$ cat src/rtl/xosera_spi_bus_seq.sv
// xosera_spi_bus_seq: turns SPI CMD/PAYLOAD byte pairs from spi_target into timed Xosera host-bus cycles
//   clk, reset_n_i           pixel clock, asynchronous active-low reset
//   spi_select_i             SPI frame active
//   rx_strobe_i, rx_byte_i   received byte and its 1-cycle valid pulse
//   tx_byte_o                byte shifted out next (read data in PAYLOAD slot, IDLE_BYTE in CMD slot)
//   bus_*_o, bus_data_i      Xosera host bus (cs active low, rd_nwr 1=read)
//   soft_reset_o             1-cycle pulse on an RS command
//   busy_o, overflow_o       activity flag and sticky dropped-pair flag
module xosera_spi_bus_seq #(
    parameter int         FIFO_DEPTH   = 4,
    parameter int         SETUP_CYCLES = 1,
    parameter int         CS_CYCLES    = 2,
    parameter logic [7:0] IDLE_BYTE    = 8'hCB
) (
    input  logic       clk,
    input  logic       reset_n_i,
    input  logic       spi_select_i,
    input  logic       rx_strobe_i,
    input  logic [7:0] rx_byte_i,
    output logic [7:0] tx_byte_o,
    output logic       bus_cs_n_o,
    output logic       bus_rd_nwr_o,
    output logic       bus_bytesel_o,
    output logic [3:0] bus_reg_num_o,
    output logic [7:0] bus_data_o,
    input  logic [7:0] bus_data_i,
    output logic       soft_reset_o,
    output logic       busy_o,
    output logic       overflow_o
);
    localparam int AW = $clog2(FIFO_DEPTH);
    localparam int CW = $clog2(SETUP_CYCLES > CS_CYCLES ? SETUP_CYCLES : CS_CYCLES) + 1;
    localparam logic [CW-1:0] SETUP_LAST = CW'(SETUP_CYCLES - 1);
    localparam logic [CW-1:0] CS_LAST    = CW'(CS_CYCLES - 1);

    typedef enum logic [1:0] {IDLE, SETUP, STROBE, HOLD} state_t;

    logic [13:0]   fifo_mem [FIFO_DEPTH];
    logic [13:0]   head;
    logic [AW:0]   wr_ptr, rd_ptr;
    logic [7:0]    cmd_q, rd_data_q;
    logic [CW-1:0] cnt;
    logic          payload_phase, next_phase;
    logic          empty, full, cmd_hit, rs_hit, push_req, push, pop;
    state_t        state;

    assign empty      = wr_ptr == rd_ptr;
    assign full       = (wr_ptr[AW] != rd_ptr[AW]) && (wr_ptr[AW-1:0] == rd_ptr[AW-1:0]);
    assign head       = fifo_mem[rd_ptr[AW-1:0]];
    assign cmd_hit    = rx_strobe_i && !payload_phase;
    assign rs_hit     = cmd_hit && rx_byte_i[5];
    assign push_req   = rx_strobe_i && payload_phase && cmd_q[7] && !cmd_q[5];
    assign pop        = !rs_hit && !empty && (state == IDLE || state == HOLD);
    // a same-cycle pop frees a slot, so a push into a full FIFO is still accepted
    assign push       = push_req && (!full || pop);
    // the strobe is consumed first; a deselect then forces the parser back to CMD
    assign next_phase = spi_select_i && (rx_strobe_i ? !payload_phase : payload_phase);
    assign busy_o     = (state != IDLE) || !empty;

    always_ff @(posedge clk) begin
        if (push)
            fifo_mem[wr_ptr[AW-1:0]] <= {cmd_q[6], cmd_q[4], cmd_q[3:0], rx_byte_i};
    end

    always_ff @(posedge clk or negedge reset_n_i) begin
        if (!reset_n_i) begin
            payload_phase <= 1'b0;
            cmd_q         <= 8'h00;
            tx_byte_o     <= IDLE_BYTE;
            soft_reset_o  <= 1'b0;
            overflow_o    <= 1'b0;
            wr_ptr        <= '0;
            rd_ptr        <= '0;
            rd_data_q     <= 8'h00;
            state         <= IDLE;
            cnt           <= '0;
            bus_cs_n_o    <= 1'b1;
            bus_rd_nwr_o  <= 1'b1;
            bus_bytesel_o <= 1'b0;
            bus_reg_num_o <= 4'h0;
            bus_data_o    <= 8'h00;
        end else begin
            payload_phase <= next_phase;
            soft_reset_o  <= rs_hit;
            if (cmd_hit)
                cmd_q <= rx_byte_i;
            if (next_phase != payload_phase)
                tx_byte_o <= next_phase ? rd_data_q : IDLE_BYTE;
            if (rs_hit) begin
                wr_ptr     <= '0;
                rd_ptr     <= '0;
                overflow_o <= 1'b0;
                state      <= IDLE;
                cnt        <= '0;
                bus_cs_n_o <= 1'b1;
            end else begin
                if (push)
                    wr_ptr <= wr_ptr + 1'b1;
                if (push_req && !push)
                    overflow_o <= 1'b1;
                if (pop) begin
                    rd_ptr        <= rd_ptr + 1'b1;
                    bus_rd_nwr_o  <= !head[13];
                    bus_bytesel_o <= head[12];
                    bus_reg_num_o <= head[11:8];
                    bus_data_o    <= head[7:0];
                    bus_cs_n_o    <= 1'b1;
                    cnt           <= '0;
                    state         <= SETUP;
                end else begin
                    case (state)
                        SETUP: begin
                            cnt <= (cnt == SETUP_LAST) ? '0 : cnt + 1'b1;
                            if (cnt == SETUP_LAST) begin
                                bus_cs_n_o <= 1'b0;
                                state      <= STROBE;
                            end
                        end
                        STROBE: begin
                            cnt <= (cnt == CS_LAST) ? '0 : cnt + 1'b1;
                            if (cnt == CS_LAST) begin
                                bus_cs_n_o <= 1'b1;
                                state      <= HOLD;
                                if (bus_rd_nwr_o)
                                    rd_data_q <= bus_data_i;
                            end
                        end
                        default: state <= IDLE;
                    endcase
                end
            end
        end
    end
endmodule
$ cat config.mk
export PLATFORM = sky130hd
export DESIGN_NAME = xosera_spi_bus_seq
export DESIGN_NICKNAME = d
export VERILOG_FILES = /design/src/rtl/xosera_spi_bus_seq.sv
export SDC_FILE = /design/constraint.sdc
export NUM_CORES = 1
export LEC_CHECK = 0
export BUFFER_PORTS_ARGS = -buffer_cell sky130_fd_sc_hd__clkbuf_2
export CAP_MARGIN = 20
export CORE_MARGIN = 4
export CORE_UTILIZATION = 60
export CTS_CLUSTER_SIZE = 25
export DETAILED_ROUTE_END_ITERATION = 12
export PLACE_DENSITY = 0.86
export SYNTH_ARGS = -nofsm -noshare
export SYNTH_HDL_FRONTEND = slang
export SYNTH_SLANG_ARGS = --single-unit
$ cat constraint.sdc
create_clock -name clk -period 4.1 [get_ports clk]
set_clock_uncertainty 0.2 [all_clocks]
set_input_delay 0.205 -clock clk [delete_from_list [all_inputs] [get_ports clk]]
set_output_delay 0.205 -clock clk [all_outputs]
set_load 0.1 [all_outputs]
## Yosys cells after proc, flatten, opt, wreduce, memory -nomap -nowiden

Memories as Yosys holds them, arrays and structs flattened.
Index checks and enable logic that the tools add are counted.

| operators by class | value |
|---|---|
| multiplexer cells | 25 |
| reductions and logical operators | 32 |
| bitwise operators | 2 |
| equality and inequality tests | 10 |
| add/subtract/negate cells | 3 |

Operators by type and width:

| cell | count |
|---|---|
| $mux 2 | 8 |
| $mux 3 | 4 |
| $logic_and 1x1->1 | 11 |
| $mux 1 | 9 |
| $mux 8 | 1 |
| $ne 4x4->1 const B | 2 |
| $pmux 2 s2 | 2 |
| $reduce_bool 2->1 | 4 |
| $logic_not 1->1 | 7 |
| $add 3x1->3 const B | 2 |
| $reduce_and 5->1 | 1 |
| $eq 2x1->1 const B | 2 |
| $eq 2x2->1 const B | 2 |
| $logic_not 2->1 | 2 |
| $reduce_and 2->1 | 2 |
| $reduce_bool 4->1 | 1 |
| $eq 3x3->1 | 1 |
| $logic_or 1x1->1 | 3 |
| $reduce_and 3->1 | 1 |
| $add 2x1->2 const B | 1 |
| $eq 2x2->1 | 1 |
| $ne 1x1->1 | 2 |
| $not 1->1 | 2 |
| $pmux 1 s2 | 1 |

| word-level totals | value |
|---|---|
| output and inout port bits | 26 |
| logic and storage cells | 88 |
| register bits after elaboration | 52 |
| input port bits | 20 |
| memories kept | 1 |
| bits in writable memories | 56 |

Memory list:

| name | words | width | read ports | clocked after memory_dff | write ports | line | RTL |
|---|---|---|---|---|---|---|---|
| fifo_mem | 4 | 14 | 1 | 0 | 1 | 38 | `logic [13:0] fifo_mem [FIFO_DEPTH];` |

## Longest topological paths before layout

Gate-level depths: netlist of the first run.

| depth | value |
|---|---|
| depth after elaboration | 12 |
| gate-level depth with buffers | 8 |

## Worst setup path after synthesis of the first run

Ideal clock, no wire load.

| timing | value |
|---|---|
| path type | reg-to-reg |
| start point | register state[0] |
| end point | memory fifo_mem[3][0] (enable) |
| period minus slack after synthesis | 2.402 ns |
| data arrival time | 1.813 ns |
| path buffers | 1 |
| setup time | 0.390 ns |
| slack | 1.698 ns |
| cell stages (with the launch flop) | 6 |
| required time | 3.510 ns |
| cell sequence | dfrtp_1 inv_1 ha_1 clkbuf_1 a21o_1 a21oi_1 |

| between the ends | value |
|---|---|
| cells in the longest elaborated chain, start to end | 7 |
| elaborated cells between the ends (all ways) | 8 |
| classes of those cells | eq/ne (1); mux (2); reduce/logical (5) |

RTL lines:

| item | line | RTL |
|---|---|---|
| from (decl) | 45 | `state_t state;` |
| from (signal assigned) | 75 | `state <= IDLE;` |
| from (signal assigned) | 93 | `state <= IDLE;` |
| from (signal assigned) | 109 | `state <= SETUP;` |
| $eq 2x2->1 / $logic_not 2->1 (equally long branches) | 53 | `assign pop = !rs_hit && !empty && (state == IDLE \|\| state == HOLD);` |
| $logic_or 1x1->1 * | 53 |  |
| $logic_and 1x1->1 * | 53 |  |
| $logic_or 1x1->1 * | 55 | `assign push = push_req && (!full \|\| pop);` |
| $logic_and 1x1->1 * | 55 |  |
| $mux 1 * | 61 | `if (push)` |
| $mux 1 (not written as such) * | 62 | `fifo_mem[wr_ptr[AW-1:0]] <= {cmd_q[6], cmd_q[4], cmd_q[3:0], rx_byte_i};` |
| to (decl) | 38 |  |

Mark *: on every way between the ends. The rest lies on a longest branch, timed or not.

## Final worst setup path of the first run

| timing | value |
|---|---|
| start point | register rd_ptr[1] |
| end point | memory fifo_mem[1][5] (enable) |

| between the ends | value |
|---|---|
| cells in the longest elaborated chain, start to end | 8 |
| elaborated cells between the ends (all ways) | 11 |
| classes of those cells | eq/ne (2); mux (2); reduce/logical (7) |

RTL lines:

| item | line | RTL |
|---|---|---|
| from (decl) | 40 | `logic [AW:0] wr_ptr, rd_ptr;` |
| from (signal assigned) | 102 | `rd_ptr <= rd_ptr + 1'b1;` |
| $eq 3x3->1 | 47 | `assign empty = wr_ptr == rd_ptr;` |
| $logic_not 1->1 | 53 |  |
| $logic_and 1x1->1 (2 in a row) | 53 |  |
| $logic_or 1x1->1 * | 55 |  |
| $logic_and 1x1->1 * | 55 |  |
| $mux 1 * | 61 |  |
| $mux 1 (not written as such) * | 62 |  |

Marks and branches as above.

==> out/metrics.yaml, run 1 <==
sta:
  hold_viol_final: 0
  fmax_ghz: 0.363
  setup_viol: 0
  rsz0062_at_grt: "no"
  fin_tns_setup_ps: 0
  maxSlewViolCount: 0
  finalCritPeriodShare_pct: 67.1
  period_minus_slack_ps: 2750
  whs_ps: 61.6
  worst_pin_slew_ps: 907
  relSlewSlack_pct: 39.1
cells_and_area:
  nFillCells: 473
  syn_to_final_growth_pct: 15.1
  diodes: 0
  stdcell_count: 445
  post-route-util_pct: 70.9
  layout-drive-gt1-share_pct: 34.7
  fin_area_sq_um: 5140
  finalNetCount: 374
hold_path:
  holdPathStages: 4
  holdPathEnd: "tx_byte_o[1]"
  hp-start: "spi_select_i"
  holdCritPathClass: "input pin to register"
power_and_ir_drop:
  peakVddDrop_v: 0.000307
  combPwrFrac_pct: 44.6
  p_sw_share_pct: 44.5
  p_per_area_nw_per_um2: 738
  power.switching_mw: 1.69
  seq_power_share_pct: 39.3
  p_leak_nw: 2.02
  internal_power_mw: 2.11
  clkPwrFrac_pct: 16.1
global_route:
  grt_antenna_before_repair: 0
  grt_pass1_wl_microns: 12700
  grt_overflow_total: 0
  first_global_vias: 2541
  grt_use_total_pct: 19.2
  grt_max_degree: 53
yosys:
  yosysTopAreaCellShare_pct: 37.6
  ys_top_cells_by_area: "edfxtp_1 (38%), dfrtp_1 (25%), mux2_2 (7.6%)"
  post-synth-top-count-cell: "edfxtp_1"
  synthFlopType: "edfxtp_1"
  syn_inst: 274
  syn-num-nets: 307
  ys_seq_elements: 108
  synthArstFlopShare_pct: 48.1
  synth.cell_area_sq_um: 4470
  synth_common_cells: "edfxtp_1 (56), dfrtp_1 (45), mux2_2 (30)"
  avgSynthCellArea_sq_um: 16.3
  synth_warnings: 0
  yosys.area.top_type: "edfxtp_1"
  yosysUniqueCellTypes: 43
  seq_area_frac_synth_pct: 66.9
  synth_edf_count: 56
detailed_routing:
  via_per_inst: 5.58
  drc: 0
  drt_iter0_markers: 172
  vias: 2481
  post_drt_wl_per_cell_microns: 17.0
  first_pass_iters: 4
  maxUsedRoutingLayer: "met4"
  met2_length_microns: 3890
  routed_wl_microns: 7580
  drtAntennaViolNets: 0
  wl_met1_microns: 3240
  dr_wl_met3_microns: 318
placement:
  hpwl_microns: 4820
  placed_area_sq_um: 4780
  finalWeightedCongestion: 0.743
  dp_cells: 412
  io_buffers: 45
worst_setup_path:
  cp-start-kind: "register"
  reg2reg_setup_slack_ps: 1350
  rr_worst_depth: 4
  crit_type: "register to register"
  cp.required_ps: 3890
  crit_family: "simple AND/OR/NAND/NOR gates"
  critical_path.cell_chain: "xnor2_2 -> and3_1 -> a21oi_1 -> and2_1"
  worstPathArrival_ps: 2540
  cp_slowest_cell: "dfrtp_1"
  cp_num_buf_inv: 0
  crit_fanout: 17
  rr_startpoint: "rd_ptr[1]"
  worstSetupStartpoint: "rd_ptr[1]"
  slowest_delay_ps: 840
  r2r-end: "fifo_mem[1][5]"
  worstSetupEndpointType: "register"
cts:
  cts_buffers: 9
  cts-htree-levels: 3
  clk_pin_slew_ps: 100
  cts_tree: "yes"
  cts_setup_buffers: 0
  cts.sinks: 108
  clock_latency_ps: 360
  hold_buffers: 17
  cts_root_buf: "clkbuf_8"
  cts_buffer_depth: 2
  cts_resized: 0
floorplan:
  num_rows: 31
  die-height_microns: 94.3
  design.die.area_sq_um: 8900
  core-area_sq_um: 7250
  boundaryPins: 46
  fp.dieW_microns: 94.3
  start_util_pct: 61.6
outcome:
  outcome: "finished, final reports clean"
flow_run:
  maxCapViolations: 0
## layout by cell type (no fill, tap or decap), drive strengths merged, types with 7 or more instances in the layout
| cell type | netlist | final |
|---|---|---|
| inv | 15 | 18 |
| dfrtp | 45 | 45 |
| edfxtp | 56 | 56 |
| dlygate4sd3 | 0 | 17 |
| mux4 | 14 | 14 |
| a21oi | 14 | 14 |
| ha | 13 | 13 |
| o21ai | 10 | 10 |
| nand3 | 7 | 7 |
| nand2 | 7 | 7 |
| dfstp | 7 | 7 |
| nor2 | 15 | 15 |
| mux2 | 30 | 30 |
| clkbuf | 4 | 54 |
## power by group through the flow
stage | Combinational [mW] | Sequential, mW | Clock (mW)
2_1_floorplan | 0.784 | 2.15 | 0
3_3_place_gp | 1.65 | 1.51 | 0
3_5_place_dp | 1.68 | 1.52 | 0
4_1_cts | 1.70 | 1.50 | 0.622
5_1_grt | 1.80 | 1.52 | 0.679
6_report | 1.69 | 1.49 | 0.610
## flip-flops by register name, indices dropped and copies added, names as in the netlist, 2 cells and up
| name | cells |
|---|---|
| rd_ptr | 3 |
| cnt | 2 |
| cmd_q | 8 |
| bus_reg_num_o | 4 |
| rd_data_q | 8 |
| state | 2 |
| fifo_mem | 56 |
| bus_data_o | 8 |
| wr_ptr | 3 |
| tx_byte_o | 8 |
## worst max path at each step
stage / to / slack, ps / cells after the start
after CTS: fifo_mem[0][5] / 1330 / 4
after detailed placement: fifo_mem[0][0] / 1360 / 4
after global routing: fifo_mem[0][5] / 1150 / 4
after global placement: fifo_mem[0][7] / 1460 / 4
after floorplan: fifo_mem[3][0] / 1700 / 5
final: fifo_mem[1][5] / 1350 / 4
## stage by stage
stage | power, mW | setup slack [ps]
floorplan | 2.94 | 1700
global placement | 3.15 | 1460
detailed placement | 3.20 | 1360
CTS | 3.82 | 1330
global route | 4.00 | 1150
finish | 3.80 | 1350
## final cells by class
class / instances / area, sq um / share of cell area (%)
clock inverters: 7 / 70.1 / 1.36
inverters: 16 / 60.1 / 1.17
well taps: 99 / 124 / 2.41
multi-input cells: 141 / 1360 / 26.4
repair buffers: 65 / 418 / 8.12
flip-flops and latches: 108 / 2990 / 58.1
clock buffers: 9 / 124 / 2.41
## logic make-up (layout without fill, tap and decap cells)
kind of cell	count (synthesis)	count (layout)	synth area share, %
flip-flops	108	108	66.9
multiplexers	44	44	14.9
AND/OR/NAND/NOR	44	44	5.12
AO/OA/AOI/OAI	35	35	5.18
buffers and inverters	25	97	2.71
adder cells (fa/ha/maj)	13	13	3.64
XOR/XNOR	5	5	1.48
## worst min-delay path: stages
cell and delay [ps]:
clkbuf_2 100, nand2b_1 140, nor2_1 120, a21oi_1 70
## metal layers
metal	up-vias	global-route usage, %
met4	0	5.54
li1	1153	-
met3	18	4.41
met2	68	32.1
met5	-	0
met1	1242	25.4
Power figures use the tool's default switching activity.
==> run 2: changes to the inputs <==
--- a/config.mk
+++ b/config.mk
@@ -8,10 +8,10 @@
 export BUFFER_PORTS_ARGS = -buffer_cell sky130_fd_sc_hd__clkbuf_2
 export CAP_MARGIN = 20
 export CORE_MARGIN = 4
-export CORE_UTILIZATION = 60
+export CORE_UTILIZATION = 58
 export CTS_CLUSTER_SIZE = 25
 export DETAILED_ROUTE_END_ITERATION = 12
-export PLACE_DENSITY = 0.86
+export PLACE_DENSITY = 0.84
 export SYNTH_ARGS = -nofsm -noshare
 export SYNTH_HDL_FRONTEND = slang
 export SYNTH_SLANG_ARGS = --single-unit
==> constraint.sdc (replaced) <==
create_clock -name clk -period 2.6 [get_ports clk]
set_clock_uncertainty 0.2 [all_clocks]
set_input_delay 0.13 -clock clk [delete_from_list [all_inputs] [get_ports clk]]
set_output_delay 0.13 -clock clk [all_outputs]
set_load 0.1 [all_outputs]
==> run 2 against run 1 <==
Critical path depth up 2. Total power up 61%. Worst setup slack worse by 1100 ps. First-iteration DRC count down 23%. Largest cell class unchanged. Core utilization increased by 0.20 points. Cell area up 1.9%. Wire length up 7.9%. Register-to-register slack worse by 1100 ps.
==> out/metrics.yaml, run 2 (synthesis gave the netlist of run 1 again) <==
power_and_ir_drop:
  combPwrFrac_pct: 44.9
  seq_power_share_pct: 38.1
  p_leak_nw: 2.09
  power.switching_mw: 2.67
  clkPwrFrac_pct: 17.0
  p_per_area_nw_per_um2: 1170
  peakVddDrop_v: 0.000777
  p_sw_share_pct: 43.6
  internal_power_mw: 3.45
cells_and_area:
  most-common-layout-cells: "edfxtp_1 (56), dfrtp_1 (45), clkbuf_2 (45)"
  diodes: 0
  finalNetCount: 385
  fin_area_sq_um: 5240
  largest_register_ffs: 56
  layout-drive-gt1-share_pct: 36.4
  syn_to_final_growth_pct: 17.3
  final_common_cell: "edfxtp_1"
cts:
  cts_root_buf: "clkbuf_8"
  cts_resized: 0
  cts.sinks: 108
  cts_setup_buffers: 0
  clk_pin_slew_ps: 100
  cts_tree: "yes"
  clock_latency_ps: 370
  cts_buffer_depth: 2
  cts-htree-levels: 3
  hold_buffers: 18
  cts_buffers: 9
global_route:
  grt_pass1_wl_microns: 13100
  first_global_vias: 2663
  grt_max_degree: 32
  grt_overflow_total: 0
  grt_antenna_before_repair: 0
  grt_use_total_pct: 19.6
floorplan:
  fp.dieW_microns: 95.8
  boundaryPins: 46
  start_util_pct: 60.7
  die-height_microns: 95.8
  design.die.area_sq_um: 9180
  num_rows: 31
  core-area_sq_um: 7370
worst_setup_path:
  crit_type: "register to register"
  cp.required_ps: 2650
  worstPathArrival_ps: 2370
  critical_path.cell_chain: "inv_1 -> ha_1 -> nand2_2 -> clkinv_1 -> nor3_4 -> mux2_2"
  worstSetupStartpoint: "payload_phase"
  rr_startpoint: "payload_phase"
  cp_num_buf_inv: 2
  cp-start-kind: "register"
  worstSetupEndpointType: "register"
  cp_slowest_cell: "nor3_4"
  slowest_delay_ps: 410
  crit_family: "simple AND/OR/NAND/NOR gates"
  crit_fanout: 10
sta:
  maxSlewViolCount: 0
  hold_viol_final: 0
  setup_viol: 0
  fin_tns_setup_ps: 0
  rsz0062_at_grt: "no"
  worst_pin_slew_ps: 833
  relSlewSlack_pct: 44.5
  finalCritPeriodShare_pct: 89.0
  fmax_ghz: 0.432
  period_minus_slack_ps: 2310
detailed_routing:
  first_pass_iters: 4
  routed_wl_microns: 8180
  drc: 0
  drtAntennaViolNets: 0
  post_drt_wl_per_cell_microns: 17.9
  vias: 2504
  drt_iter0_markers: 133
  via_per_inst: 5.49
placement:
  finalWeightedCongestion: 0.785
  hpwl_microns: 5370
  placed_area_sq_um: 4860
  io_buffers: 45
outcome:
  outcome: "finished, final reports clean"
hold_path:
  holdCritPathClass: "input pin to register"
  hp-start: "rx_strobe_i"
flow_run:
  maxCapViolations: 0
## run 2: changes by cell type in the layout (fill, tap and decap cells not counted), sizes merged
cell,delta
buf,+10
bufinv,+1
clkinv,+2
clkinvlp,-2
dlygate4sd3,+1
inv,-1
## run 2: path summary, 6_finish.rpt
kind | to | slack (ps) | cells after the start
worst max-delay path | rd_data_q[5] | 290 | 6
worst min-delay path | tx_byte_o[5] | 110 | 4
worst max register to register | rd_data_q[5] | 290 | 6
worst min register to register | tx_byte_o[1] | 310 | 2
max in group asynchronous | tx_byte_o[1] | 1240 | 3
min in group asynchronous | cmd_q[1] | 190 | 2
## run 2: power by group through the flow
stage	logic (mW)	registers (mW)	clock network, mW
floorplan	1.24	3.40	0
global route	2.91	2.36	1.13
global placement	2.69	2.35	0
detailed placement	2.74	2.37	0
finish	2.75	2.33	1.04
CTS	2.77	2.33	1.06
## run 2: worst min-delay path, delay by kind of cell
family | cells | cell delay (ps)
AOI/OAI and AO/OA | 2 | 320
buffers and inverters | 1 | 120
and+or+nand+nor | 1 | 70
## run 2: routing by layer
metal,part of all wire [%],global-route usage [%]
met1,42,24.3
met5,0,0
met4,2.0,8.41
met3,2.7,3.83
met2,53,33.8
## run 2: through the flow
stage | setup WS (ps) | power [mW] | util [%] | cells | hold slack [ps]
floorplan | 198 | 4.63 | - | 274 | -366
global placement | 416 | 5.04 | 65.9 | 422 | 63.3
detailed placement | 323 | 5.10 | 65.9 | 422 | 63.7
CTS | 272 | 6.16 | 71.1 | 456 | 85.5
global route | 157 | 6.40 | 71.1 | 456 | 123
finish | 285 | 6.11 | 71.1 | 456 | 112
## run 2: area by class of cell
| cell class | instances | area [sq um] |
|---|---|---|
| Multi-Input combinational cell | 141 | 1360 |
| Tap cell | 99 | 124 |
| Clock buffer | 9 | 124 |
| Fill cell | 476 | 2130 |
| Inverter | 16 | 60.1 |
| Sequential cell | 108 | 2990 |
| Clock inverter | 7 | 82.6 |
| Timing Repair Buffer | 76 | 503 |
